File: config.mk
export PLATFORM = sky130hd
export DESIGN_NAME = bg_scaler_stream
export DESIGN_NICKNAME = d
export VERILOG_FILES = /design/src/rtl/bg_scaler_stream.sv
export SDC_FILE = /design/constraint.sdc
export NUM_CORES = 1
export LEC_CHECK = 0
export ABC_CLOCK_PERIOD_IN_PS = 9200
export BUFFER_PORTS_ARGS = -buffer_cell sky130_fd_sc_hd__buf_2
export CORE_MARGIN = 3
export CORE_UTILIZATION = 55
export DETAILED_ROUTE_END_ITERATION = 10
export PLACE_DENSITY = 0.85
export RECOVER_POWER = 50
export SYNTH_ARGS = -nofsm -noshare
export SYNTH_HDL_FRONTEND = slang
export SYNTH_SLANG_ARGS = --single-unit
File: constraint.sdc
create_clock -name vga_clk -period 9.2 [get_ports vga_clk]
set_input_delay 1.38 -clock vga_clk [delete_from_list [all_inputs] [get_ports vga_clk]]
set_output_delay 1.38 -clock vga_clk [all_outputs]
set_load 0.03 [all_outputs]
File: src/rtl/bg_scaler_stream.sv
// Background scaler: maps the raster position to a source-image pixel with
// fixed-point step accumulators, fetches its palette index and registers RGB.
module bg_scaler_stream #(
  parameter int SRC_W   = 2388,
  parameter int SRC_H   = 1668,
  parameter int DST_W   = 640,
  parameter int DST_H   = 480,
  parameter int FRAC    = 16,
  parameter int IDX_W   = 4,
  parameter int ROM_LAT = 1,
  parameter int ADDR_W  = 22
) (
  input  logic              vga_clk,
  input  logic              reset_n,
  input  logic [9:0]        DrawX,
  input  logic [9:0]        DrawY,
  input  logic              blank,
  input  logic              mode,
  input  logic [11:0]       scroll_x,
  input  logic [11:0]       scroll_y,
  output logic [ADDR_W-1:0] rom_addr,
  input  logic [IDX_W-1:0]  rom_q,
  output logic [IDX_W-1:0]  pal_index,
  input  logic [3:0]        pal_red,
  input  logic [3:0]        pal_green,
  input  logic [3:0]        pal_blue,
  output logic [3:0]        red,
  output logic [3:0]        green,
  output logic [3:0]        blue
);
  localparam int ACC_W = FRAC + 12;
  localparam logic [ACC_W-1:0] STEP_X = ACC_W'((64'(SRC_W) << FRAC) / 64'(DST_W));
  localparam logic [ACC_W-1:0] STEP_Y = ACC_W'((64'(SRC_H) << FRAC) / 64'(DST_H));
  localparam logic [ACC_W-1:0] STEP_1 = ACC_W'(64'(1) << FRAC);
  localparam logic [ACC_W-1:0] WRAP_X = ACC_W'(64'(SRC_W) << FRAC);
  localparam logic [ACC_W-1:0] WRAP_Y = ACC_W'(64'(SRC_H) << FRAC);
  localparam logic [11:0] SRC_W12 = 12'(SRC_W);
  localparam logic [11:0] SRC_H12 = 12'(SRC_H);
  localparam logic [ADDR_W-1:0] SRC_W_A = ADDR_W'(SRC_W);

  logic [9:0]        prev_x_q, prev_y_q;
  logic              mode_q;
  logic [11:0]       sx_q, sy_q;
  logic [ACC_W-1:0]  acc_x_q, acc_x_d, acc_y_q, acc_y_d;
  logic [ADDR_W-1:0] rom_addr_q, rom_addr_d;
  logic [ROM_LAT:0]  blank_sr_q;
  logic [11:0]       rgb_q, rgb_d;

  logic              frame_start, mode_eff;
  logic [11:0]       sx_eff, sy_eff;
  logic [ACC_W-1:0]  step_x, step_y, sum_x, sum_y;
  logic [11:0]       x_raw, y_raw, x_int, y_int;

  always_comb begin
    frame_start = (DrawX == 10'd0) && (DrawY == 10'd0) &&
                  ((DrawX != prev_x_q) || (DrawY != prev_y_q));
    // Controls latched at frame start already govern that first pixel.
    mode_eff = frame_start ? mode : mode_q;
    sx_eff   = sx_q;
    sy_eff   = sy_q;
    if (frame_start) begin
      sx_eff = (scroll_x >= SRC_W12) ? 12'd0 : scroll_x;
      sy_eff = (scroll_y >= SRC_H12) ? 12'd0 : scroll_y;
    end
    step_x = mode_eff ? STEP_1 : STEP_X;
    step_y = mode_eff ? STEP_1 : STEP_Y;

    if (DrawX == 10'd0)         sum_x = mode_eff ? {sx_eff, {FRAC{1'b0}}} : '0;
    else if (DrawX != prev_x_q) sum_x = acc_x_q + step_x;
    else                        sum_x = acc_x_q;

    if (DrawY == 10'd0)         sum_y = mode_eff ? {sy_eff, {FRAC{1'b0}}} : '0;
    else if (DrawY != prev_y_q) sum_y = acc_y_q + step_y;
    else                        sum_y = acc_y_q;

    acc_x_d = (mode_eff && (sum_x >= WRAP_X)) ? sum_x - WRAP_X : sum_x;
    acc_y_d = (mode_eff && (sum_y >= WRAP_Y)) ? sum_y - WRAP_Y : sum_y;

    x_raw = acc_x_d[ACC_W-1:FRAC];
    y_raw = acc_y_d[ACC_W-1:FRAC];
    x_int = (!mode_eff && (x_raw >= SRC_W12)) ? SRC_W12 - 12'd1 : x_raw;
    y_int = (!mode_eff && (y_raw >= SRC_H12)) ? SRC_H12 - 12'd1 : y_raw;

    rom_addr_d = ADDR_W'(y_int) * SRC_W_A + ADDR_W'(x_int);
    rgb_d      = blank_sr_q[ROM_LAT] ? {pal_red, pal_green, pal_blue} : 12'h000;
  end

  always_ff @(posedge vga_clk or negedge reset_n) begin
    if (!reset_n) begin
      prev_x_q   <= '0;
      prev_y_q   <= '0;
      mode_q     <= 1'b0;
      sx_q       <= '0;
      sy_q       <= '0;
      acc_x_q    <= '0;
      acc_y_q    <= '0;
      rom_addr_q <= '0;
      blank_sr_q <= '0;
      rgb_q      <= '0;
    end else begin
      prev_x_q   <= DrawX;
      prev_y_q   <= DrawY;
      mode_q     <= mode_eff;
      sx_q       <= sx_eff;
      sy_q       <= sy_eff;
      acc_x_q    <= acc_x_d;
      acc_y_q    <= acc_y_d;
      rom_addr_q <= rom_addr_d;
      blank_sr_q <= {blank_sr_q[ROM_LAT-1:0], blank};
      rgb_q      <= rgb_d;
    end
  end

  assign rom_addr           = rom_addr_q;
  assign pal_index          = rom_q;
  assign {red, green, blue} = rgb_q;
endmodule

==> impl_metrics.env <==
export IMPL_core_area_sq_um=19000
export IMPL_detailroute_via_count=11300
export IMPL_synth_cell_area_sq_um=10800
export IMPL_synth_simple_area_share=0.215
export IMPL_finalCritPeriodShare=1.11
export IMPL_cp_max_fo=6
export IMPL_clockBufferDepth=2
export IMPL_wl_per_cell_microns=22.1
export IMPL_synth_xor_area_share=0.0787
export IMPL_dieArea_sq_um=21300
export IMPL_critPathKind="in2reg"
export IMPL_synth_mux_area_frac=0.0255
export IMPL_yosysUniqueCellTypes=95
export IMPL_slew_headroom=0.288
export IMPL_synth_compound_area_frac=0.177
export IMPL_hold_path_class="reg2reg"
export IMPL_clk_latency_ns=0.45
export IMPL_start_util=0.569
export IMPL_status="complete, but fails checks"
export IMPL_cts_sinks=137
export IMPL_hpwl_microns=24400
export IMPL_r2r_start="prev_y_q[9]"
export IMPL_crit_required_ns=9.52
export IMPL_layout_drive_gt1_share=0.354
export IMPL_violations="negative setup slack"
export IMPL_rsz0062_at_grt="true"
export IMPL_wl_microns=38800
export IMPL_synth_net_count=1355
export IMPL_die_w_microns=146
export IMPL_synth_top_family_by_area="simple AND/OR/NAND/NOR gates"
export IMPL_cts_tree="yes"
export IMPL_worstHoldPathCells=0
export IMPL_std_cell_rows=50
export IMPL_setup_viol=11
export IMPL_antenna_found_initial=0
export IMPL_grt_max_degree=84
export IMPL_cts_buffers=17
export IMPL_arrival_ns=10.53
export IMPL_firstDrtPassIters=9
export IMPL_die_y_microns=146
export IMPL_instances_no_fill=1759
export IMPL_synth_seq_area_share=0.318
export IMPL_end_kind="flop"
export IMPL_grt_usage=0.346
export IMPL_ctsRootBufferMaster="clkbuf_16"
export IMPL_synth_fa_ha_area_frac=0.128
export IMPL_fmax_mhz=98.0
export IMPL_rr_worst_depth=42
export IMPL_cp_common_cell="ha_4"
export IMPL_tightest_slew_ns=1.07
export IMPL_cts_hold_buf=0
export IMPL_grt_ovfl_total=0
export IMPL_avgSynthCellArea_sq_um=9.03
export IMPL_fin_util=0.775
export IMPL_yosysWarnings=0
export IMPL_area_growth_pct=36.3
export IMPL_ys_ff_latch=137
export IMPL_finalCriticalPeriod_ns=10.20
export IMPL_antenna_cells=0
export IMPL_synth_async_reset_ratio=1.00
export IMPL_portBuffers=93
export IMPL_slowest_delay_ns=0.60
export IMPL_drcViolationCount=0
export IMPL_fin_nets=1647
export IMPL_gp_congestion=0.973
export IMPL_grt_pass1_vias=11600
export IMPL_cap_violations=0
export IMPL_ant_nets=0
export IMPL_startpoint="DrawY[9]"
export IMPL_h_tree_depth=4
export IMPL_dp_cells=1691
export IMPL_hold_violations=0
export IMPL_drv_slew=0
export IMPL_io_pins=102
export IMPL_vias_per_cell=6.43
export IMPL_path_clk_slew_ns=0.06
export IMPL_critPathSlowestCell="or4_4"
export IMPL_finClkSkew_ns=0.0141
export IMPL_hp_start="blank_sr_q[0]"
export IMPL_drtIter0Drc=1424
export IMPL_syn_inst=1194
export IMPL_ys_flop_type="dfrtp_1"
export IMPL_synth_edf_count=0
export IMPL_grt_pass1_wl_microns=59700
export IMPL_startpoint_type="input pin"
export IMPL_setup_ws_ns=-1.00
==> cell families (layout without fill, tap and decap cells) <==
logic type / Yosys count / after routing
AOI/OAI and AO/OA: 260 / 260
xor gates and xnor gates: 96 / 96
adders and majority gates: 97 / 97
buffers and inverters: 140 / 445
DFF: 137 / 137
muxes: 27 / 27
and+or+nand+nor: 437 / 437
==> state kept, by name, indices dropped and copies added (netlist names) <==
signal	flops
acc_x_q	28
mode_q	1
prev_x_q	10
rom_addr	22
prev_y_q	10
rgb_q	12
acc_y_q	28
sy_q	12
sx_q	12
blank_sr_q	2
==> final cells by class <==
type / instances / area [sq um]
clock inverters: 12 / 188
well taps: 260 / 325
clock buffers: 20 / 457
repair buffers: 330 / 2360
multi-input cells: 917 / 7630
flip-flops and latches: 137 / 3430
fillers: 1084 / 4260
inverters: 83 / 312
==> what timing repair did <==
action,in CTS,in global routing
gates cloned,0,0
endpoints found under the setup margin,10,12
resized for setup,62,54
buffers inserted,26,13
pin swaps,41,45
==> final timing paths <==
kind | end | slack (ns)
max | rom_addr[21] | -1.00
min reg2reg | blank_sr_q[1] | 0.35
max in group asynchronous | sx_q[10] | 6.88
min | blank_sr_q[1] | 0.35
max reg2reg | rom_addr[21] | -0.45
min in group asynchronous | prev_x_q[7] | 0.88
==> worst max-delay path, delay by kind of cell <==
kind,cells,cell delay [ns]
simple gates,19,4.15
fa+ha+maj,8,2.64
compound gates,5,0.94
buf+inv,6,0.57
mux,1,0.14
xor+xnor,4,0.69
==> synth_stat cells (5+ instances only) <==
| master | instances | share of area |
|---|---|---|
| buf_6 | 5 | 0.0052 |
| nor3_1 | 28 | 0.013 |
| or3_1 | 7 | 0.0041 |
| a31oi_1 | 11 | 0.0064 |
| a211oi_1 | 10 | 0.0070 |
| inv_1 | 82 | 0.029 |
| nor4_2 | 9 | 0.010 |
| a21boi_0 | 5 | 0.0035 |
| a21o_1 | 10 | 0.0070 |
| o21bai_1 | 7 | 0.0049 |
| a211o_1 | 10 | 0.0081 |
| buf_2 | 8 | 0.0037 |
| o21ai_0 | 46 | 0.021 |
| mux2i_1 | 23 | 0.021 |
| nand2_1 | 111 | 0.039 |
| o211ai_1 | 13 | 0.0091 |
| o21a_1 | 9 | 0.0063 |
| o31ai_1 | 6 | 0.0042 |
| xor2_1 | 44 | 0.036 |
| nand2b_1 | 13 | 0.0075 |
| ha_1 | 75 | 0.087 |
| and2_1 | 30 | 0.017 |
| dfrtp_1 | 137 | 0.32 |
| nor3b_1 | 6 | 0.0042 |
| buf_4 | 13 | 0.0091 |
| nor4_1 | 16 | 0.0093 |
| clkbuf_1 | 28 | 0.0097 |
| xnor2_1 | 51 | 0.041 |
| nand4_1 | 20 | 0.012 |
| nor2_1 | 75 | 0.026 |
| o21ai_1 | 7 | 0.0032 |
| o2111ai_1 | 5 | 0.0041 |
| a22oi_1 | 7 | 0.0049 |
| nand3_1 | 51 | 0.024 |
| fa_1 | 22 | 0.041 |
| nor2b_1 | 8 | 0.0046 |
| and3_1 | 25 | 0.015 |
| a21oi_1 | 50 | 0.023 |
| or4_1 | 6 | 0.0042 |
| o41ai_1 | 5 | 0.0041 |
==> metal layers <==
| layer | wire length, microns | up-vias | GRT usage |
|---|---|---|---|
| met4 | 2910 | 0 | 0.201 |
| met2 | 19300 | 820 | 0.603 |
| li1 | - | 4826 | - |
| met1 | 13100 | 5352 | 0.393 |
| met3 | 3460 | 308 | 0.0748 |
| met5 | 0 | - | 0 |
==> layout by cell type (no fill, tap or decap), drive strengths merged, types with 10 or more instances in the layout <==
cell type / instances
a211o: 10
a211oi: 13
a21o: 11
a21oi: 56
a31oi: 11
and2: 30
and3: 25
buf: 330
clkbuf: 20
dfrtp: 137
fa: 22
ha: 75
inv: 86
mux2i: 23
nand2: 113
nand2b: 13
nand3: 52
nand4: 20
nor2: 78
nor3: 31
nor4: 25
o211ai: 14
o21ai: 56
xnor2: 52
xor2: 44
==> per-stage QoR <==
| step | hold WS, ns | setup slack, ns | cell area [sq um] | TNS (ns) |
|---|---|---|---|---|
| after CTS | 0.349 | -0.414 | 14400 | -1.53 |
| after global routing | 0.376 | -1.30 | 14700 | -10.07 |
| after global placement | 0.333 | -0.796 | 13200 | -5.98 |
| after detailed placement | 0.335 | -1.32 | 13200 | -9.54 |
| after floorplan | 0.331 | -0.876 | 11200 | -3.79 |
| final | 0.349 | -1.00 | 14700 | -6.57 |
Power is not shown: default switching activity piles up to over one toggle a cycle in this logic, so the estimate is an artifact.
